### config.mk
export PLATFORM = sky130hd
export DESIGN_NAME = conv_ctrl
export DESIGN_NICKNAME = d
export VERILOG_FILES = /design/src/rtl/conv_ctrl.sv
export SDC_FILE = /design/constraint.sdc
export NUM_CORES = 1
export LEC_CHECK = 0
export CAP_MARGIN = 20
export CORE_UTILIZATION = 35
export DETAILED_ROUTE_END_ITERATION = 6
export DONT_BUFFER_PORTS = 1
export SKIP_CTS_REPAIR_TIMING = 1
export SLEW_MARGIN = 5
export SYNTH_ARGS = -nofsm -noshare
export SYNTH_HDL_FRONTEND = slang
export SYNTH_SLANG_ARGS = --single-unit
### constraint.sdc
create_clock -name clk -period 6.2 [get_ports clk]
set_input_delay 1.55 -clock clk [delete_from_list [all_inputs] [get_ports clk]]
set_output_delay 1.55 -clock clk [all_outputs]
set_load 0.005 [all_outputs]
### src/rtl/conv_ctrl.sv
// conv_ctrl: sequences a valid-mode 2-D convolution of an IMGROW x IMGCOL
// image with a KxK signed kernel, one output pixel every K*K+2 cycles.
// Ports: clk/rst (async active-high); start/busy/done handshake; img_rd_en,
//   img_addr/ker_addr read port (data one cycle later on img_data/ker_data);
//   out_we/out_addr/out_data write port.
// Optional feature: define CONV_CTRL_RELU_EN to clamp negatives to zero
//   (ReLU) instead of saturating to the full signed output range.
module conv_ctrl #(
  parameter int IMGROW      = 28,
  parameter int IMGCOL      = 28,
  parameter int KERNEL_SIZE = 5,
  parameter int DATA_WIDTH  = 8,
  parameter int KDATA_WIDTH = 8
) (
  input  logic                                      clk,
  input  logic                                      rst,
  input  logic                                      start,
  output logic                                      busy,
  output logic                                      done,
  output logic                                      img_rd_en,
  output logic [$clog2(IMGROW*IMGCOL)-1:0]          img_addr,
  input  logic [DATA_WIDTH-1:0]                     img_data,
  output logic [$clog2(KERNEL_SIZE*KERNEL_SIZE)-1:0] ker_addr,
  input  logic [KDATA_WIDTH-1:0]                    ker_data,
  output logic                                      out_we,
  output logic [$clog2((IMGROW-KERNEL_SIZE+1)*(IMGCOL-KERNEL_SIZE+1))-1:0] out_addr,
  output logic [DATA_WIDTH-1:0]                     out_data
);

  localparam int K        = KERNEL_SIZE;
  localparam int OUT_ROWS = IMGROW - K + 1;
  localparam int OUT_COLS = IMGCOL - K + 1;
  localparam int IMG_AW   = $clog2(IMGROW*IMGCOL);
  localparam int KER_AW   = $clog2(K*K);
  localparam int OUT_AW   = $clog2(OUT_ROWS*OUT_COLS);
  localparam int ACC_W    = DATA_WIDTH + KDATA_WIDTH + $clog2(K*K) + 1;
  localparam int KW       = $clog2(K+1);
  localparam int RW       = $clog2(OUT_ROWS+1);
  localparam int CW       = $clog2(OUT_COLS+1);

  localparam logic signed [ACC_W-1:0] POS_MAX = ACC_W'((1 << (DATA_WIDTH-1)) - 1);
  localparam logic signed [ACC_W-1:0] NEG_MIN = ~POS_MAX;

  typedef enum logic [2:0] {IDLE, FETCH, DRAIN, WRITE, DONE} state_t;

  state_t                  state;
  logic [RW-1:0]           orow;
  logic [CW-1:0]           ocol;
  logic [KW-1:0]           kr;
  logic [KW-1:0]           kc;
  logic signed [ACC_W-1:0] acc;
  // Marks the cycle in which the data of last cycle's read is on the bus.
  logic                    rd_pend;

  logic signed [ACC_W-1:0] img_ext;
  logic signed [ACC_W-1:0] ker_ext;
  logic signed [ACC_W-1:0] prod;
  logic signed [ACC_W-1:0] acc_sum;
  logic                    k_last;
  logic                    col_last;
  logic                    row_last;
  logic [KW-1:0]           nkr;
  logic [KW-1:0]           nkc;
  logic [RW-1:0]           nrow;
  logic [CW-1:0]           ncol;

  always_comb begin
    img_ext  = $signed({{(ACC_W-DATA_WIDTH){1'b0}}, img_data});
    ker_ext  = $signed({{(ACC_W-KDATA_WIDTH){ker_data[KDATA_WIDTH-1]}}, ker_data});
    prod     = img_ext * ker_ext;
    // DRAIN needs the final product folded in before the registered output.
    acc_sum  = rd_pend ? acc + prod : acc;
    k_last   = (kr == KW'(K-1)) && (kc == KW'(K-1));
    nkc      = (kc == KW'(K-1)) ? '0 : kc + KW'(1);
    nkr      = (kc == KW'(K-1)) ? kr + KW'(1) : kr;
    col_last = (ocol == CW'(OUT_COLS-1));
    row_last = (orow == RW'(OUT_ROWS-1));
    ncol     = col_last ? '0 : ocol + CW'(1);
    nrow     = col_last ? orow + RW'(1) : orow;
  end

  function automatic logic [IMG_AW-1:0] img_index(input int r, input int c);
    return IMG_AW'(r*IMGCOL + c);
  endfunction

  function automatic logic [DATA_WIDTH-1:0] activate(input logic signed [ACC_W-1:0] a);
`ifdef CONV_CTRL_RELU_EN
    if (a[ACC_W-1])    return '0;
    else if (a > POS_MAX) return POS_MAX[DATA_WIDTH-1:0];
    else               return a[DATA_WIDTH-1:0];
`else
    if (a > POS_MAX)      return POS_MAX[DATA_WIDTH-1:0];
    else if (a < NEG_MIN) return NEG_MIN[DATA_WIDTH-1:0];
    else                  return a[DATA_WIDTH-1:0];
`endif
  endfunction

  always_ff @(posedge clk or posedge rst) begin
    if (rst) begin
      state     <= IDLE;
      busy      <= 1'b0;
      done      <= 1'b0;
      img_rd_en <= 1'b0;
      img_addr  <= '0;
      ker_addr  <= '0;
      out_we    <= 1'b0;
      out_addr  <= '0;
      out_data  <= '0;
      orow      <= '0;
      ocol      <= '0;
      kr        <= '0;
      kc        <= '0;
      acc       <= '0;
      rd_pend   <= 1'b0;
    end else begin
      rd_pend <= img_rd_en;
      if (rd_pend) acc <= acc_sum;
      case (state)
        IDLE: begin
          if (start) begin
            state     <= FETCH;
            busy      <= 1'b1;
            orow      <= '0;
            ocol      <= '0;
            kr        <= '0;
            kc        <= '0;
            acc       <= '0;
            img_rd_en <= 1'b1;
            img_addr  <= '0;
            ker_addr  <= '0;
          end
        end
        FETCH: begin
          if (k_last) begin
            state     <= DRAIN;
            img_rd_en <= 1'b0;
            img_addr  <= '0;
            ker_addr  <= '0;
            kr        <= '0;
            kc        <= '0;
          end else begin
            kr       <= nkr;
            kc       <= nkc;
            img_addr <= img_index(int'(orow) + int'(nkr), int'(ocol) + int'(nkc));
            ker_addr <= KER_AW'(int'(nkr)*K + int'(nkc));
          end
        end
        DRAIN: begin
          state    <= WRITE;
          out_we   <= 1'b1;
          out_addr <= OUT_AW'(int'(orow)*OUT_COLS + int'(ocol));
          out_data <= activate(acc_sum);
          acc      <= '0;
        end
        WRITE: begin
          out_we   <= 1'b0;
          out_addr <= '0;
          out_data <= '0;
          if (row_last && col_last) begin
            state <= DONE;
            done  <= 1'b1;
          end else begin
            // Next window's first read overlaps nothing: zero-gap streaming.
            state     <= FETCH;
            orow      <= nrow;
            ocol      <= ncol;
            img_rd_en <= 1'b1;
            img_addr  <= img_index(int'(nrow), int'(ncol));
            ker_addr  <= '0;
          end
        end
        DONE: begin
          state <= IDLE;
          done  <= 1'b0;
          busy  <= 1'b0;
          orow  <= '0;
          ocol  <= '0;
        end
        default: state <= IDLE;
      endcase
    end
  end

endmodule

==> key figures <==
Setup path
  • Cells traversed along the worst timing path: nand2_8 -> fa_1 -> fa_1 -> inv_2 -> fa_1 -> fa_1 -> fa_2 -> ha_4 -> a21oi_4 -> nor2b_2 -> o311a_1 -> or4_4 -> and2_4 -> a211oi_2 -> and4bb_1 -> buf_6 -> o32ai_2
  • Slowest stage delay, CP: 0.58 ns
  • Kind of start point of the critical path: primary input
  • Critical path peak fanout: 8
  • Path depth of the worst reg2reg path: 19
  • Setup Crit Path Kind: primary input to flop
  • Slowest stage cell, crit path: sky130_fd_sc_hd__fa_1
  • Library cell appearing most often on the critical path: sky130_fd_sc_hd__fa_1
  • Capturing element type of the critical path: flop
  • WP data arrival: 6.44 ns
  • Required @ worst endpoint: 6.40 ns

Global routing
  • Maximum number of pins on one net before global-route repair: slightly below 70
  • Total routing usage reported by global routing: around 17%
  • Global-route wire length before repair: 35.5 mm
  • Vias in the first global route: around 7,000
  • Overall overflow remaining after global route: 0
  • Number of antenna violations at the first check in global routing: 0

Timing
  • Setup repair after global routing missed its margin: true
  • Setup violators final: 7
  • Final worst path period share: 101%
  • Slew at the pin with the worst max-slew slack: 1.06 ns
  • Count of final hold-check violations: 0
  • Tightest slew margin relative to the limit: 29.6%
  • Total count of max-transition violations in the final report: 0
  • Fmax: 0.160 GHz
  • Final critical path time including I/O delays and setup: roughly 6.2 ns
  • Clock tree skew after final layout: 0.00971 ns
  • Final setup slack of the worst path: -0.0402 ns
  • Total negative setup slack: -0.206 ns

CTS
  • CTS tree: yes
  • Source-to-sink clock delay at the later pin of the worst-skew pair: 0.34 ns
  • Number of buffers added by the clock tree synthesis step: 9
  • Worst-case clock buffer depth: 2
  • Number of clock sinks: between 70 and 80
  • Clock root cell: sky130_fd_sc_hd__clkbuf_16
  • Register clock-pin slew on the reported worst setup and hold paths: around 0.050 ns
  • H-tree lvl count: 3

Detailed routing
  • Total Routed Length: 21.4 mm
  • DR DRC count: 0
  • WL per Instance: 16.2 µm
  • Routed vias/inst: about 5.1
  • Initial DRC count: 351
  • Number of antenna-violating nets in the routed design: 0
  • DRT Pass-1 Iters: 4
  • Via count: 6,768

Outcome
  • Run status: complete, but fails checks
  • Failing checks: negative setup slack

Synthesis
  • Synth area leaders: sky130_fd_sc_hd__dfrtp_1 (23%), sky130_fd_sc_hd__ha_1 (17%), sky130_fd_sc_hd__fa_1 (16%)
  • Net Count, Synth: 1,149
  • Seq/Total Area, Yosys: 22.7%
  • Top cells by count, synth: sky130_fd_sc_hd__inv_1 (120), sky130_fd_sc_hd__ha_1 (117), sky130_fd_sc_hd__dfrtp_1 (79)
  • Ys flop type: sky130_fd_sc_hd__dfrtp_1
  • Most frequent cell after synthesis: sky130_fd_sc_hd__inv_1
  • Cell count after synthesis: roughly 940
  • Share of async-settable or async-resettable flops after synthesis: 100%
  • Post-synth top area share: 22.7%
  • Count of unique library cells instantiated by Yosys: 79
  • Netlist area before placement: 0.00872 mm²
  • Synthesized area per cell: 9.24 µm²
  • Library cell with the largest summed area after synthesis: sky130_fd_sc_hd__dfrtp_1
  • Count of flip-flops with a built-in enable after synthesis: 0
  • Number of warnings issued by yosys: 0
  • Number of synthesized register bits: between 70 and 80

Die
  • Number of top-level design ports: 56
  • Area inside the core boundary: 0.0244 mm²
  • Die height: 160 µm
  • Standard-cell rows: 57
  • Total Die Area: around 0.026 mm²
  • Initial cell density of the core: between 30% and 40%
  • DIE WIDTH: between 150 and 200 µm

Final layout
  • Count of nets after finishing: 1,195
  • Final instance area: 0.0103 mm²
  • # fillers: 2,431
  • Core Util, Final: 42.2%
  • Relative area change from synthesis to final layout: 18.1%
  • Ratio of cells with drive above 1 in the final layout: 17.4%
  • N_diodes: 0

Min path
  • Path category of the worst min-delay check: flop to flop
  • Hold Path Stages: 2

Placement
  • Post-DP HPWL: 17.0 mm
  • Number of I/O port buffers: 0
  • Final GP Congestion: 0.882
  • Post-place instance area: ~0.0095 mm²

Run
  • Maxcap violations: 0
-- flip-flops by register name, indices dropped and copies added, names as in the netlist, 3 cells and up --
signal and cells:
out_data 8, acc 22, orow 5, kr 3, state 3, kc 3, out_addr 10, img_addr 10
ocol 5, ker_addr 5
-- final cells by class --
class | count | area, µm² | area share, %
Sequential cell | 79 | 1980 | 19.2
Clock inverter | 5 | 56.3 | 0.547
Clock buffer | 11 | 253 | 2.46
Tap cell | 324 | 405 | 3.94
Timing Repair Buffer | 65 | 495 | 4.81
Multi-Input combinational cell | 715 | 6650 | 64.6
Inverter | 120 | 455 | 4.42
-- through the flow --
stage	setup WS [ns]	hold WS (ns)	cells
after floorplan	-0.149	0.396	944
after global placement	-0.543	0.499	1292
after detailed placement	-0.564	0.499	1292
after CTS	-0.216	0.512	1308
after global routing	-0.211	0.541	1319
final	-0.0402	0.504	1319
-- cells by family after synthesis --
kind of cell | after synthesis | share of synthesized area, %
XOR/XNOR | 45 | 4.52
multiplexers | 13 | 1.49
AO/OA/AOI/OAI | 212 | 16.9
AND/OR/NAND/NOR | 258 | 14.9
flip-flops | 79 | 22.7
adder cells (fa/ha/maj) | 187 | 32.7
buffers and inverters | 150 | 6.79
-- critical path, delay by kind of cell --
| kind | cells | cell delay [ns] |
|---|---|---|
| adder cells (fa/ha/maj) | 6 | 2.77 |
| AND/OR/NAND/NOR | 5 | 1.06 |
| AO/OA/AOI/OAI | 4 | 0.85 |
| buffers and inverters | 2 | 0.21 |
-- cells in the final DEF (no fill, tap or decap), drive strengths merged, types with 14 or more instances in the layout --
cell type,instances
ha,117
nor2,60
inv,118
o21ai,37
a22o,17
a21o,25
fa,69
buf,64
a21oi,43
nor2b,14
xor2,24
nand2,74
xnor2,21
dfrtp,79
and2,35
nand3,18
-- layer usage --
layer | track usage (%) | vias up | wire length [µm]
li1 | - | 3338 | -
met1 | 22.0 | 3297 | 9590
met2 | 29.4 | 108 | 10500
met3 | 3.66 | 25 | 945
met4 | 5.02 | 0 | 415
met5 | 0 | - | 0
-- path summary, 6_finish.rpt --
kind	from	endpoint	slack (ns)
min reg2reg	ker_addr[0]	ker_addr[0]	0.50
min in group asynchronous	rst	ker_addr[4]	0.99
min	ker_addr[0]	ker_addr[0]	0.50
max in group asynchronous	rst	out_addr[5]	4.10
max	ker_data[2]	out_data[2]	-0.04
max reg2reg	acc[6]	out_data[2]	0.85
Power is left out: the tool's default activity adds up to more than one toggle a clock period on the data nets, which glitch-free logic cannot reach.
